[src/rtl/sweep_pkg.sv]
// Shared types and defaults for the truth-table sweeper.
package sweep_pkg;

  // Sweep controller states.
  typedef enum logic [1:0] {
    ST_IDLE   = 2'd0,
    ST_DRIVE  = 2'd1,
    ST_SAMPLE = 2'd2,
    ST_DONE   = 2'd3
  } sweep_state_e;

  // Cycles each minterm is held before it is sampled (legal 1..15).
  localparam int SETTLE_DEFAULT = 2;

  // Expected F per minterm, bit i = F(i): minterms 2,3,4,6,7.
  localparam logic [7:0] TRUTH_DEFAULT = 8'hDC;

  // Highest minterm index of a 3-input function.
  localparam logic [2:0] LAST_MINTERM = 3'd7;

  // Expected output bit for one minterm of a truth table.
  function automatic logic truth_bit(input logic [7:0] truth, input logic [2:0] idx);
    return truth[idx];
  endfunction

endpackage

[src/rtl/mismatch_detect.sv]
// Per-minterm comparator: flags when any of the three implementations
// disagrees with the expected value.
module mismatch_detect (
  input  logic f,
  input  logic g,
  input  logic h,
  input  logic expected,
  output logic any_mismatch
);

  // One flag per minterm, however many of f/g/h are wrong.
  assign any_mismatch = (f ^ expected) | (g ^ expected) | (h ^ expected);

endmodule

[src/rtl/truth_table_sweeper.sv]
// Walks all 8 minterms of {x,y,z}, holds each for SETTLE cycles, then
// samples f/g/h against TRUTH and accumulates a mismatch count and mask.
//
// Handshake: start is a level request, sampled only in IDLE; busy is high
// from the cycle after acceptance until DONE; done is a one-cycle pulse in
// DONE; err_count/fail_mask/pass hold until the next accepted start or rst.
module truth_table_sweeper
  import sweep_pkg::*;
#(
  parameter int         SETTLE = SETTLE_DEFAULT,
  parameter logic [7:0] TRUTH  = TRUTH_DEFAULT
) (
  input  logic         clk,
  input  logic         rst,
  input  logic         start,
  output logic         x,
  output logic         y,
  output logic         z,
  input  logic         f,
  input  logic         g,
  input  logic         h,
  output logic         busy,
  output logic         done,
  output logic         pass,
  output logic [3:0]   err_count,
  output logic [7:0]   fail_mask,
  output sweep_state_e dbg_state
);

  // Settle counter runs 0..SETTLE-1 while a minterm is being driven.
  localparam logic [3:0] SETTLE_LAST = 4'(SETTLE - 1);

  sweep_state_e state_q;
  logic [2:0]   idx_q;
  logic [3:0]   cnt_q;
  logic [2:0]   xyz_q;
  logic         busy_q;
  logic         done_q;
  logic         pass_q;
  logic [3:0]   err_q;
  logic [7:0]   mask_q;

  logic         expected_bit;
  logic         mism;
  logic [3:0]   err_d;
  logic [7:0]   mask_d;

  assign expected_bit = truth_bit(TRUTH, idx_q);

  mismatch_detect u_mismatch_detect (
    .f            (f),
    .g            (g),
    .h            (h),
    .expected     (expected_bit),
    .any_mismatch (mism)
  );

  // Result values as they would be after sampling the current minterm.
  always_comb begin
    err_d  = err_q + {3'b000, mism};
    mask_d = mask_q;
    if (mism) begin
      mask_d = mask_q | (8'b0000_0001 << idx_q);
    end
  end

  // Sweep FSM with all outputs registered.
  always_ff @(posedge clk) begin
    if (rst) begin
      state_q <= ST_IDLE;
      idx_q   <= 3'd0;
      cnt_q   <= 4'd0;
      xyz_q   <= 3'd0;
      busy_q  <= 1'b0;
      done_q  <= 1'b0;
      pass_q  <= 1'b0;
      err_q   <= 4'd0;
      mask_q  <= 8'd0;
    end else begin
      case (state_q)
        ST_IDLE: begin
          done_q <= 1'b0;
          xyz_q  <= 3'd0;
          if (start) begin
            err_q   <= 4'd0;
            mask_q  <= 8'd0;
            pass_q  <= 1'b0;
            idx_q   <= 3'd0;
            cnt_q   <= 4'd0;
            busy_q  <= 1'b1;
            state_q <= ST_DRIVE;
          end
        end
        ST_DRIVE: begin
          if (cnt_q == SETTLE_LAST) begin
            cnt_q   <= 4'd0;
            state_q <= ST_SAMPLE;
          end else begin
            cnt_q <= cnt_q + 4'd1;
          end
        end
        ST_SAMPLE: begin
          err_q  <= err_d;
          mask_q <= mask_d;
          if (idx_q == LAST_MINTERM) begin
            // Pass must include the verdict of the final minterm.
            busy_q  <= 1'b0;
            done_q  <= 1'b1;
            pass_q  <= (err_d == 4'd0);
            state_q <= ST_DONE;
          end else begin
            idx_q   <= idx_q + 3'd1;
            xyz_q   <= idx_q + 3'd1;
            state_q <= ST_DRIVE;
          end
        end
        ST_DONE: begin
          done_q  <= 1'b0;
          xyz_q   <= 3'd0;
          state_q <= ST_IDLE;
        end
        default: begin
          state_q <= ST_IDLE;
        end
      endcase
    end
  end

  assign x         = xyz_q[2];
  assign y         = xyz_q[1];
  assign z         = xyz_q[0];
  assign busy      = busy_q;
  assign done      = done_q;
  assign pass      = pass_q;
  assign err_count = err_q;
  assign fail_mask = mask_q;
  assign dbg_state = state_q;

endmodule

[config.mk]
export PLATFORM = sky130hd
export DESIGN_NAME = truth_table_sweeper
export DESIGN_NICKNAME = d
export VERILOG_FILES = /design/src/rtl/sweep_pkg.sv /design/src/rtl/mismatch_detect.sv /design/src/rtl/truth_table_sweeper.sv
export SDC_FILE = /design/constraint.sdc
export NUM_CORES = 1
export LEC_CHECK = 0
export ABC_AREA = 1
export CAP_MARGIN = 10
export CORE_MARGIN = 3
export CORE_UTILIZATION = 43
export CTS_CLUSTER_DIAMETER = 80
export DETAILED_ROUTE_END_ITERATION = 6
export PLACE_DENSITY_LB_ADDON = 0.15
export SYNTH_ARGS = -nofsm -noshare
export SYNTH_HDL_FRONTEND = slang
export SYNTH_HIERARCHICAL = 1
export SYNTH_SLANG_ARGS = --single-unit
[constraint.sdc]
create_clock -name clk -period 1.67 [get_ports clk]
set_input_delay 0.167 -clock clk [delete_from_list [all_inputs] [get_ports clk]]
set_output_delay 0.167 -clock clk [all_outputs]
set_load 0.02 [all_outputs]
==> results.sh <==
export IMPL_fillers=318
export IMPL_grt_overflow_total=0
export IMPL_place_gp_congestion=0.776
export IMPL_cts_sinks=28
export IMPL_core_area_mm2=0.00318
export IMPL_synth_nets=215
export IMPL_path_cells="buf_4 > clkdlybuf4s50_1"
export IMPL_yosysSeqAreaShare=0.377
export IMPL_cts_tree="done"
export IMPL_clock_latency_ns=0.32
export IMPL_wire_per_inst_um=11.2
export IMPL_pwr_share_seq=0.373
export IMPL_relSlewSlack=0.762
export IMPL_clock_path_buffers=2
export IMPL_multiInputGateArea_um2=792
export IMPL_numPlacedInstances=266
export IMPL_grt_setup_unrepaired="yes"
export IMPL_tightest_slew_ns=0.353
export IMPL_grt_pass1_wl_mm=5.29
export IMPL_sw_frac_of_total=0.430
export IMPL_slew_violations=0
export IMPL_dpl_cell_area_mm2=0.00180
export IMPL_path_delay_family="buffers and inverters"
export IMPL_die_x_um=64.8
export IMPL_power_density_mw_per_mm2=1190
export IMPL_antenna_found_initial=0
export IMPL_cts_setup_buffers=0
export IMPL_ys_seq_elements=28
export IMPL_cp_arrival_ns=1.42
export IMPL_drt_wl_total_mm=3.02
export IMPL_status="complete, no violations"
export IMPL_clock_tree_root_cell="clkbuf_4"
export IMPL_grtUsageTotal=0.155
export IMPL_endpoint_kind="primary output"
export IMPL_via_per_inst=4.88
export IMPL_setup_viol=0
export IMPL_p_leak_nw=0.766
export IMPL_fp_dieH_um=64.8
export IMPL_postSynthCellCount=195
export IMPL_slowest_stage="clkdlybuf4s50_1"
export IMPL_grt_max_degree=16
export IMPL_cts_made_buffers=3
export IMPL_internal_power_mw=1.25
export IMPL_max_freq_ghz=0.629
export IMPL_syn_to_final_growth_pct=23.5
export IMPL_route_vias_total=1313
export IMPL_htree_levels=1
export IMPL_antenna_left=0
export IMPL_diodes=0
export IMPL_crit_type="reg -> out"
export IMPL_drc=0
export IMPL_ir_drop_mv=0.729
export IMPL_final_cells=269
export IMPL_placementRows=20
export IMPL_final_period_utilization=0.951
export IMPL_finalHoldViolCount=0
export IMPL_skew_ns=0.0104
export IMPL_synth_top_cell_by_area="dfxtp_1"
export IMPL_p_clk_frac=0.122
export IMPL_avgSynthCellArea_um2=7.62
export IMPL_crit_required_ns=1.50
export IMPL_synthDistinctLibCells=25
export IMPL_hold_buffers=0
export IMPL_synth_top_cell_area_share=0.377
export IMPL_drt_first_iter_violations=79
export IMPL_mappedNetlistArea_mm2=0.00149
export IMPL_synth_warnings=6
export IMPL_dr_pass1_iters=4
export IMPL_crit_buf_inv=2
export IMPL_use_met1=0.194
export IMPL_io_pins=26
export IMPL_start_kind="register"
export IMPL_cp_max_fo=3
export IMPL_worstHoldPathType="reg -> reg"
export IMPL_ys_top_cells_by_area="dfxtp_1 (38%), ha_1 (12%), nand2_1 (11%)"
export IMPL_grt_pass1_vias=1270
export IMPL_path_clk_slew_ns=0.14
export IMPL_maxCapViolations=0
export IMPL_register_area_um2=563
export IMPL_use_met2=0.258
export IMPL_whs_ns=0.454
export IMPL_power_frac_comb=0.504
export IMPL_globalRouteMet3Util=0.0329
export IMPL_fin_area_mm2=0.00183
export IMPL_p_sw_uw=941
export IMPL_max_stage_delay_ns=0.59
export IMPL_io_buffers=25
export IMPL_layout_drive_gt1_share=0.120
export IMPL_grt_busiest_layer="met2"
export IMPL_initial_core_util=0.467
export IMPL_dieArea_mm2=0.00420
export IMPL_fin_crit_ns=1.59
export IMPL_dp_hpwl_mm=2.36
export IMPL_fin_nets=247
==> flip-flops by register name, indices dropped and copies added (netlist names), 2 cells and up <==
name / count
fail_mask: 8
err_count: 4
xyz_q: 3
dbg_state: 2
idx_q: 3
cnt_q: 4
==> kinds of logic after synthesis <==
kind of cell,share of synthesized area
AND/OR/NAND/NOR,0.285
AO/OA/AOI/OAI,0.120
buffers and inverters,0.0944
flip-flops,0.377
adder cells (fa/ha/maj),0.118
XOR/XNOR,0.00590
==> metal layers <==
metal  up-vias  wire length, um
met2        33             1390
met4         0               16
met3         2              169
li1        691                -
met5         -                0
met1       587             1440
==> worst min-delay path, delay by kind of cell (launching register included) <==
family / cells / cell delay [ns]
buf+inv: 1 / 0.04
compound gates: 1 / 0.05
flops: 1 / 0.33
==> cells in the final DEF, fill, tap and decap left out, types with 3 or more instances in the layout <==
| cell | Yosys | routed |
|---|---|---|
| nand2_4 | 3 | 3 |
| clkbuf_4 | 0 | 3 |
| a21oi_1 | 22 | 22 |
| nor2_1 | 13 | 12 |
| ha_1 | 14 | 12 |
| nand3_1 | 10 | 10 |
| nand2_1 | 44 | 44 |
| inv_1 | 26 | 26 |
| clkdlybuf4s50_1 | 0 | 25 |
| buf_4 | 0 | 5 |
| o21ai_0 | 6 | 6 |
| dfxtp_1 | 28 | 26 |
| nand2_2 | 3 | 3 |
| nand4_1 | 7 | 7 |
| o21ai_1 | 3 | 3 |
==> power by group through the flow <==
stage | Clock (mW) | Sequential (mW) | Combinational [mW]
global route | 0.305 | 0.825 | 1.24
detailed placement | 0 | 0.827 | 1.10
floorplan | 0 | 0.897 | 0.713
CTS | 0.281 | 0.812 | 1.10
global placement | 0 | 0.820 | 1.06
finish | 0.267 | 0.817 | 1.10
==> timing repair <==
item                                    in CTS  in global routing
hold endpoints to repair                     0                  0
gates resized for setup                      0                  5
endpoints found under the setup margin       0                 20
==> layout make-up <==
class,count,area share
clock buffer,3,0.0123
inverter,29,0.0621
multi-input combinational,135,0.432
sequential,28,0.307
tap,44,0.0300
timing repair buffer,30,0.157
==> synthesized netlist by cell type <==
master	number
nand2_1	44
nor2_8	1
nor2_2	1
clkbuf_1	1
nor2_4	1
nand3_2	2
nor2_1	13
inv_2	2
nand3_1	10
nand4_1	7
o21a_1	1
ha_1	14
a21oi_1	22
nand2_2	3
a211oi_1	1
inv_1	26
o21bai_1	1
xor2_1	1
buf_6	2
inv_6	1
dfxtp_1	28
o21ai_0	6
nand2_4	3
nor3_1	1
o21ai_1	3
==> path summary, 6_finish.rpt <==
| check | start | end | slack [ns] | cells past startpoint |
|---|---|---|---|---|
| max | dbg_state[0] | dbg_state[0] | 0.08 | 2 |
| min | fail_mask[1] | fail_mask[1] | 0.45 | 2 |
| max reg2reg | dbg_state[0] | fail_mask[6] | 0.12 | 9 |
| min reg2reg | fail_mask[1] | fail_mask[1] | 0.45 | 2 |
==> per-stage QoR <==
| stage | setup slack [ns] | util | setup TNS, ns | total power, mW |
|---|---|---|---|---|
| after global routing | -0.00699 | 0.577 | -0.00782 | 2.37 |
| after detailed placement | -0.181 | 0.567 | -0.239 | 1.92 |
| after global placement | -0.126 | 0.567 | -0.126 | 1.88 |
| final | 0.0811 | 0.577 | 0 | 2.19 |
| after CTS | 0.0254 | 0.574 | 0 | 2.19 |
| after floorplan | 0.153 | - | 0 | 1.61 |
(Power assumes the default switching activity.)
